File: src/rtl/xnor_popcount_acc_pkg.sv
// Shared definitions for the XNOR match popcount accumulator.
package xnor_popcount_acc_pkg;

    localparam int MATCH_W = 8;
    localparam int POP8_W  = 4;

    typedef enum logic {
        ACC  = 1'b0,
        HOLD = 1'b1
    } state_t;

    // Width needed to hold a match total of 0..MATCH_W*beats.
    function automatic int pop_width(input int beats);
        return $clog2(MATCH_W * beats + 1);
    endfunction

endpackage

File: src/rtl/xnor_popcount_acc_eight_bit_popcount.sv
// Structural 8-bit popcount: a carry-save tree of half and full adders.
module popcount_ha (
    input  logic a,
    input  logic b,
    output logic sum,
    output logic co
);
    assign sum = a ^ b;
    assign co  = a & b;
endmodule

module popcount_fa (
    input  logic a,
    input  logic b,
    input  logic ci,
    output logic sum,
    output logic co
);
    assign sum = a ^ b ^ ci;
    assign co  = (a & b) | (ci & (a ^ b));
endmodule

module eight_bit_popcount (
    input  logic [7:0] i_bits,
    output logic [3:0] o_count
);
    logic w_s0, w_s1, w_s2, w_c0, w_c1, w_c2;
    logic w_k0, w_t, w_u, w_v;

    // Level 1: compress eight weight-1 bits into three sums and three carries.
    popcount_fa u_fa0 (.a(i_bits[0]), .b(i_bits[1]), .ci(i_bits[2]), .sum(w_s0), .co(w_c0));
    popcount_fa u_fa1 (.a(i_bits[3]), .b(i_bits[4]), .ci(i_bits[5]), .sum(w_s1), .co(w_c1));
    popcount_ha u_ha0 (.a(i_bits[6]), .b(i_bits[7]), .sum(w_s2), .co(w_c2));

    popcount_fa u_fa2 (.a(w_s0), .b(w_s1), .ci(w_s2), .sum(o_count[0]), .co(w_k0));

    // Four weight-2 bits reduce to one weight-2 bit and two weight-4 bits.
    popcount_fa u_fa3 (.a(w_c0), .b(w_c1), .ci(w_c2), .sum(w_t), .co(w_u));
    popcount_ha u_ha1 (.a(w_t), .b(w_k0), .sum(o_count[1]), .co(w_v));

    popcount_ha u_ha2 (.a(w_u), .b(w_v), .sum(o_count[2]), .co(o_count[3]));
endmodule

File: src/rtl/xnor_popcount_acc.sv
// Accumulates per-beat XNOR match counts over BEATS beats and returns the
// total plus the signed +/-1 dot product through a valid/ready handshake.
module xnor_popcount_acc
    import xnor_popcount_acc_pkg::*;
#(
    parameter  int BEATS = 4,
    localparam int POP_W = pop_width(BEATS),
    localparam int OUT_W = POP_W + 1
) (
    input  logic               clk,
    input  logic               rst_n,
    input  logic               in_valid,
    output logic               in_ready,
    input  logic [MATCH_W-1:0] in_match,
    output logic               out_valid,
    input  logic               out_ready,
    output logic [POP_W-1:0]   out_pop,
    output logic [OUT_W-1:0]   out_dot
);
    localparam int CNT_W = (BEATS > 1) ? $clog2(BEATS) : 1;

    state_t             r_state, w_state_nxt;
    logic [POP_W-1:0]   r_acc, w_acc_nxt;
    logic [CNT_W-1:0]   r_beat_cnt, w_beat_cnt_nxt;
    logic [POP_W-1:0]   r_out_pop, w_out_pop_nxt;
    logic [OUT_W-1:0]   r_out_dot, w_out_dot_nxt;

    logic [POP8_W-1:0]  w_pop8;
    logic [POP_W-1:0]   w_sum;
    logic               w_in_xfer, w_out_xfer, w_last;

    eight_bit_popcount u_pop (
        .i_bits  (in_match),
        .o_count (w_pop8)
    );

    assign out_valid  = (r_state == HOLD);
    assign in_ready   = (r_state == ACC) ? 1'b1 : out_ready;
    assign w_in_xfer  = in_valid && in_ready;
    assign w_out_xfer = out_valid && out_ready;
    assign w_last     = (r_beat_cnt == CNT_W'(BEATS - 1));
    assign w_sum      = r_acc + POP_W'(w_pop8);
    assign out_pop    = r_out_pop;
    assign out_dot    = r_out_dot;

    // acc and beat_cnt are always zero in HOLD, so an input beat accepted
    // alongside an output transfer follows the same path as one taken in ACC.
    always_comb begin
        w_state_nxt    = r_state;
        w_acc_nxt      = r_acc;
        w_beat_cnt_nxt = r_beat_cnt;
        w_out_pop_nxt  = r_out_pop;
        w_out_dot_nxt  = r_out_dot;
        if (w_out_xfer)
            w_state_nxt = ACC;
        if (w_in_xfer) begin
            if (w_last) begin
                w_out_pop_nxt  = w_sum;
                w_out_dot_nxt  = (OUT_W'(w_sum) << 1) - OUT_W'(MATCH_W * BEATS);
                w_acc_nxt      = '0;
                w_beat_cnt_nxt = '0;
                w_state_nxt    = HOLD;
            end else begin
                w_acc_nxt      = w_sum;
                w_beat_cnt_nxt = r_beat_cnt + CNT_W'(1);
            end
        end
    end

    always_ff @(posedge clk or negedge rst_n) begin
        if (!rst_n) begin
            r_state    <= ACC;
            r_acc      <= '0;
            r_beat_cnt <= '0;
            r_out_pop  <= '0;
            r_out_dot  <= '0;
        end else begin
            r_state    <= w_state_nxt;
            r_acc      <= w_acc_nxt;
            r_beat_cnt <= w_beat_cnt_nxt;
            r_out_pop  <= w_out_pop_nxt;
            r_out_dot  <= w_out_dot_nxt;
        end
    end

endmodule
File: config.mk
export PLATFORM = sky130hd
export DESIGN_NAME = xnor_popcount_acc
export DESIGN_NICKNAME = d
export VERILOG_FILES = /design/src/rtl/xnor_popcount_acc_pkg.sv /design/src/rtl/xnor_popcount_acc_eight_bit_popcount.sv /design/src/rtl/xnor_popcount_acc.sv
export SDC_FILE = /design/constraint.sdc
export NUM_CORES = 1
export LEC_CHECK = 0
export CORE_MARGIN = 2
export CORE_UTILIZATION = 25
export CTS_CLUSTER_DIAMETER = 150
export DETAILED_ROUTE_END_ITERATION = 12
export HOLD_SLACK_MARGIN = 0.08
export PLACE_DENSITY = 0.58
export SYNTH_ARGS = -nofsm -noshare
export SYNTH_HDL_FRONTEND = slang
export SYNTH_HIERARCHICAL = 1
export SYNTH_SLANG_ARGS = --single-unit
File: constraint.sdc
create_clock -name clk -period 2.52 [get_ports clk]
set_input_delay 0.504 -clock clk [delete_from_list [all_inputs] [get_ports clk]]
set_output_delay 0.504 -clock clk [all_outputs]
set_load 0.02 [all_outputs]
==> impl_metrics.csv, run 1 <==
group,metric,value,unit
timing,slew_headroom,0.490,
drt,final_antenna_net_count,0,
drt,drc,0,
timing,finalMaxSlewViolations,0,
worst_setup_path,timing.rr.end,"out_dot[6]",
floorplanning,die_y,69.5,um
worst_setup_path,start_kind,"input port",
logic_synthesis,synthXorXnorAreaFrac,0.0373,
grt,grt_max_degree,18,
min_path,min-delay-start,"out_pop[5]",
worst_setup_path,r2r_start,"r_acc[1]",
timing,rsz0062_at_grt,"true",
clock_network,cts_max_level,1,
grt,first_global_vias,1018,
drt,dr.pass1.iters,4,
drt,vias,891,
clock_network,cts_buffers,3,
clock_network,clock_sinks,17,
grt,grt_pass1_wl,4.77,mm
cells_and_area,diodes,0,
worst_setup_path,path_max_fanout,3,
drt,vias_per_cell,4.82,
cells_and_area,mostFrequentLayoutCells,"clkdlybuf4s50_1, dfrtp_1, nand2_1, buf_6, buf_4",
timing,holdWs,0.485,ns
logic_synthesis,synth-compound-area-share,0.132,
logic_synthesis,synth_top_family_by_area,"adder cells",
clock_network,worst_setup_hold_path_clk_slew,0.06,ns
cells_and_area,fillerInstances,389,
clock_network,cts_tree,"done",
worst_setup_path,r2r_slack,0.75,ns
drt,wl_per_cell,14.6,um
power,irDropWorstVdd,0.323,mV
timing,fin_ws,-0.312,ns
floorplanning,dieArea,4830,um2
timing,max_freq,0.353,GHz
run_status,status,"finished with violations",
min_path,holdPathStages,2,
min_path,worstHoldEndpoint,"out_pop[5]",
floorplanning,die-width,69.5,um
floorplanning,start_util,0.264,
cells_and_area,post-route-util,0.414,
logic_synthesis,synth_area,1070,um2
worst_setup_path,worstSetupPathType,"input port to register",
drt,first_iter_violations,15,
logic_synthesis,muxShareOfSynthArea,0.0420,
timing,setup_viol,10,
floorplanning,core_area,4060,um2
grt,antenna_found_initial,0,
worst_setup_path,crit_arrival,3.02,ns
placement,gp_congestion,0.770,
placement,pre_cts_ws,-0.940,ns
power,power.density,1290,nW/um2
logic_synthesis,synthAdderAreaFrac,0.187,
floorplanning,io-pin-count,27,
clock_network,clockBufferDepth,2,
worst_setup_path,worst_r2r_path_depth,6,
power,p_total,0.00216,W
logic_synthesis,ys_ff_latch,17,
logic_synthesis,yosysUniqueCellTypes,35,
placement,hpwl,1.96,mm
drt,routed_wl,2.70,mm
logic_synthesis,synthCells,98,
timing,timing.final.crit_period,2.83,ns
run_status,violations,"setup timing",
cells_and_area,drive_above_1_share,0.400,
clock_network,cts_root_buf,"clkbuf_8",
logic_synthesis,ys_warn_count,6,
timing,worst_pin_slew,0.763,ns
clock_network,clock_latency,0.25,ns
cells_and_area,nets,161,
timing,finalHoldViolations,0,
timing,fin_crit_sh,1.12,
job,max_cap_viol_count,0,
logic_synthesis,synth_nets,123,
timing,fin_worst_skew,0.00140,ns
worst_setup_path,end_kind,"register",
grt,grt.overflow.total,0,
logic_synthesis,syn_avg_cell_area,10.9,um2
min_path,hp-class,"register to register",
floorplanning,rows,23,
logic_synthesis,synthSimpleGateAreaFrac,0.134,
placement,numPortBuffers,25,
logic_synthesis,synth-seq-area-share,0.397,
grt,track_usage,0.123,
worst_setup_path,cp_data_required_time,2.71,ns
power,p_leak,0.721,nW
cells_and_area,syn2layout_area_growth,56.7,%
-- what timing repair did --
| action | CTS | global route |
|---|---|---|
| buffers inserted | 5 | 1 |
| endpoints found under the setup margin | 12 | 12 |
| pin swaps | 17 | 17 |
| gates cloned | 0 | 0 |
| endpoints found under the hold margin | 0 | 0 |
| hold buffers | 0 | 0 |
| resized for setup | 41 | 11 |
-- layout make-up --
type	count	area, um2	share of cell area
inverter	5	18.8	0.0112
timing repair buffer	40	372	0.221
multi-input combinational	69	757	0.450
clock buffer	4	45.0	0.0268
tap	50	62.6	0.0372
sequential	17	425	0.253
-- power breakdown --
part           total [W]  leakage [nW]  switching, W  internal [W]
sequential      0.000499         0.208      0.000102      0.000397
clock           0.000205        0.0228     0.0000930      0.000112
combinational    0.00146         0.490      0.000675      0.000783
total            0.00216         0.721      0.000870       0.00129
-- synth_stat cells (all sizes together) --
master   count  area, um2
a211o        1       8.76
a211oi       2       20.0
a21o         1       7.51
a21oi        4       20.0
a22o         1       8.76
and2         1       6.26
and3         1       6.26
buf          7       53.8
conb         1       3.75
dfrtp       17        425
fa           5        100
ha           8        100
inv          5       18.8
mux2         4       45.0
nand2       13       48.8
nand2b       2       12.5
nand3        4       32.5
nand4b       1       8.76
nor2         4       15.0
o211ai       2       15.0
o21a         1       7.51
o21ai        5       25.0
o22ai        1       6.26
o2bb2ai      1       15.0
o31ai        1       7.51
or3          1       6.26
or4          1       7.51
xnor2        1       8.76
xnor3        1       22.5
xor2         1       8.76
-- logic make-up (layout without fill, tap and decap cells) --
logic type,Yosys count,after routing
xor+xnor,3,3
other cells,1,1
simple gates,28,28
mux,4,4
fa+ha+maj,13,13
flops,17,17
buf+inv,12,49
compound gates,20,20
-- metal layers --
| layer | vias to the layer above | GRT usage | share of wire |
|---|---|---|---|
| li1 | 407 | - | - |
| met1 | 436 | 0.134 | 0.39 |
| met2 | 33 | 0.230 | 0.53 |
| met3 | 15 | 0.0145 | 0.034 |
| met4 | 0 | 0.0675 | 0.042 |
| met5 | - | 0 | 0 |
-- metrics by stage --
| step | instances | TNS [ns] | instance area (um2) |
|---|---|---|---|
| floorplan | 98 | -2.18 | 1160 |
| detailed placement | 175 | -9.51 | 1480 |
| global route | 185 | -2.62 | 1680 |
| global placement | 175 | -8.94 | 1480 |
| CTS | 184 | -2.21 | 1630 |
| finish | 185 | -1.83 | 1680 |
-- sequential cells by signal, summed over array words and instances (netlist names) --
name        count
out_pop         6
r_acc           6
out_dot         2
r_beat_cnt      2
out_valid       1
-- worst max path at each step --
stage                     depth (start not counted)         end   startpoint
after detailed placement                         10  out_dot[6]  in_match[0]
final                                            11  out_pop[5]  in_match[5]
after global routing                             11  out_pop[5]  in_match[5]
after CTS                                        10  out_dot[6]  in_match[3]
after floorplan                                   9  out_dot[6]  in_match[0]
after global placement                           10  out_dot[6]  in_match[0]
-- critical path: stages --
cell and delay, ns:
buf_6 0.10, fa_2 0.38, fa_1 0.51, ha_4 0.19, ha_4 0.23, ha_4 0.27
o21a_4 0.15, buf_6 0.11, a21oi_4 0.05, or4_1 0.42, nand3_1 0.10
Note: power is estimated with default switching activity, not from simulation.
==> inputs of run 2 (changes only) <==
PLACE_DENSITY = default   (was 0.58)
SKIP_CTS_REPAIR_TIMING = 1   (was default)
==> run 2 against run 1 <==
Via count fell by 7.2%. Sequential share of layout area increased by 1.1 points. Critical path depth down 1. Critical endpoint is now out_dot[6]. The flow still finishes with violations (setup timing). Sequential power fell by 2%. First-iteration DRC count shrank 6.7%. Core utilization decreased by 1.8 points. Clock skew up 0.0010 ns.
==> impl_metrics.csv, run 2 (synthesis results as in run 1) <==
group,metric,value,unit
grt,first_global_vias,884,
worst_setup_path,start_kind,"input port",
worst_setup_path,crit_arrival,3.00,ns
worst_setup_path,worstSetupPathType,"input port to register",
grt,antenna_found_initial,0,
cells_and_area,mostFrequentLayoutCells,"clkdlybuf4s50_1, dfrtp_1, nand2_1, buf_4, ha_4",
power,power.density,1240,nW/um2
cells_and_area,post-route-util,0.397,
power,swShare,0.398,
power,seqPwrFrac,0.246,
clock_network,cts_root_buf,"clkbuf_8",
cells_and_area,diodes,0,
min_path,hp-class,"register to register",
min_path,holdPathStages,2,
drt,routed_wl,2.45,mm
floorplanning,start_util,0.264,
timing,rsz0062_at_grt,"true",
timing,fin_crit_sh,1.12,
drt,wl_per_cell,13.5,um
worst_setup_path,worst_r2r_path_depth,7,
power,irDropWorstVdd,0.349,mV
worst_setup_path,end_kind,"register",
job,max_cap_viol_count,0,
timing,finalMaxSlewViolations,0,
worst_setup_path,cp_data_required_time,2.70,ns
timing,timing.final.crit_period,2.83,ns
cells_and_area,regArea,425,um2
cells_and_area,syn2layout_area_growth,50.1,%
floorplanning,rows,23,
cells_and_area,layout.cells.non_filler,182,
floorplanning,dieArea,4830,um2
drt,vias,827,
worst_setup_path,r2r_start,"r_acc[0]",
timing,worst_pin_slew,0.770,ns
placement,hpwl,1.94,mm
floorplanning,die_y,69.5,um
grt,grt.overflow.total,0,
grt,grt_max_degree,18,
drt,final_antenna_net_count,0,
worst_setup_path,path_max_fanout,3,
clock_network,cts_buffers,3,
power,p_int,0.00120,W
power,pwr-share-clk,0.103,
timing,setup_viol,10,
cells_and_area,fillerInstances,378,
placement,pre_cts_ws,-0.953,ns
grt,track_usage,0.114,
timing,slew_headroom,0.485,
clock_network,clockBufferDepth,2,
cells_and_area,drive_above_1_share,0.348,
run_status,status,"finished with violations",
timing,fin_ws,-0.305,ns
drt,first_iter_violations,14,
timing,fin_worst_skew,0.00242,ns
floorplanning,core_area,4060,um2
cells_and_area,multi_input_area,721,um2
clock_network,worst_setup_hold_path_clk_slew,0.06,ns
timing,max_freq,0.354,GHz
clock_network,clock_latency,0.25,ns
worst_setup_path,r2r_slack,0.71,ns
placement,numPortBuffers,25,
worst_setup_path,timing.rr.end,"out_dot[6]",
min_path,worstHoldEndpoint,"out_pop[5]",
floorplanning,die-width,69.5,um
grt,grt_pass1_wl,4.31,mm
placement,dp.cells,175,
cells_and_area,nets,158,
floorplanning,io-pin-count,27,
clock_network,clock_sinks,17,
placement,gp_congestion,0.819,
min_path,min-delay-start,"out_pop[5]",
power,combPwrFrac,0.651,
drt,vias_per_cell,4.54,
run_status,violations,"setup timing",
clock_network,cts_tree,"done",
drt,dr.pass1.iters,4,
drt,drc,0,
power,p_switching,0.000794,W
clock_network,cts_max_level,1,
timing,finalHoldViolations,0,
power,p_leak,0.718,nW
==> run 2: layout make-up <==
| class | count | area share |
|---|---|---|
| inverter | 5 | 0.0117 |
| multi-input combinational | 69 | 0.448 |
| tap | 50 | 0.0389 |
| sequential | 17 | 0.264 |
| timing repair buffer | 37 | 0.209 |
| clock buffer | 4 | 0.0280 |
==> run 2: power groups by stage <==
stage                     registers (W)  logic, W  clock network (W)
after global routing           0.000510   0.00142           0.000224
after floorplan                0.000554  0.000701                  0
final                          0.000490   0.00130           0.000206
after global placement         0.000484   0.00114                  0
after CTS                      0.000486   0.00116           0.000213
after detailed placement       0.000490   0.00116                  0
==> run 2: critical path, cell delays in order <==
cell,delay [ns]
buf_6,0.09
fa_2,0.47
fa_2,0.58
ha_4,0.14
inv_2,0.04
fa_2,0.37
nand2b_4,0.16
o2bb2ai_4,0.16
xnor3_1,0.34
o21ai_1,0.14
==> run 2: metal layers <==
layer,share of wire,track usage,wire [um]
met5,0,0,0
met4,0.029,0.0654,72
met3,0.038,0.0189,93
met2,0.52,0.187,1290
met1,0.41,0.140,1000
==> run 2: metrics by stage <==
| stage | area [um2] | power [W] | TNS [ns] | hold WS [ns] |
|---|---|---|---|---|
| floorplan | 1160 | 0.00125 | -2.18 | 0.208 |
| global placement | 1480 | 0.00162 | -8.92 | 0.489 |
| detailed placement | 1480 | 0.00165 | -9.43 | 0.484 |
| CTS | 1530 | 0.00186 | -6.16 | 0.512 |
| global route | 1610 | 0.00215 | -2.65 | 0.536 |
| finish | 1610 | 0.00199 | -1.71 | 0.507 |
==> run 2: worst max-delay path by stage <==
stage,slack [ns],to,depth (start not counted),start
after CTS,-0.70,out_dot[6],10,in_match[1]
final,-0.31,out_dot[6],10,in_match[3]
after floorplan,-0.36,out_dot[6],9,in_match[0]
after detailed placement,-0.95,out_dot[6],10,in_match[1]
after global placement,-0.94,out_dot[6],10,in_match[0]
after global routing,-0.41,out_dot[6],10,in_match[3]
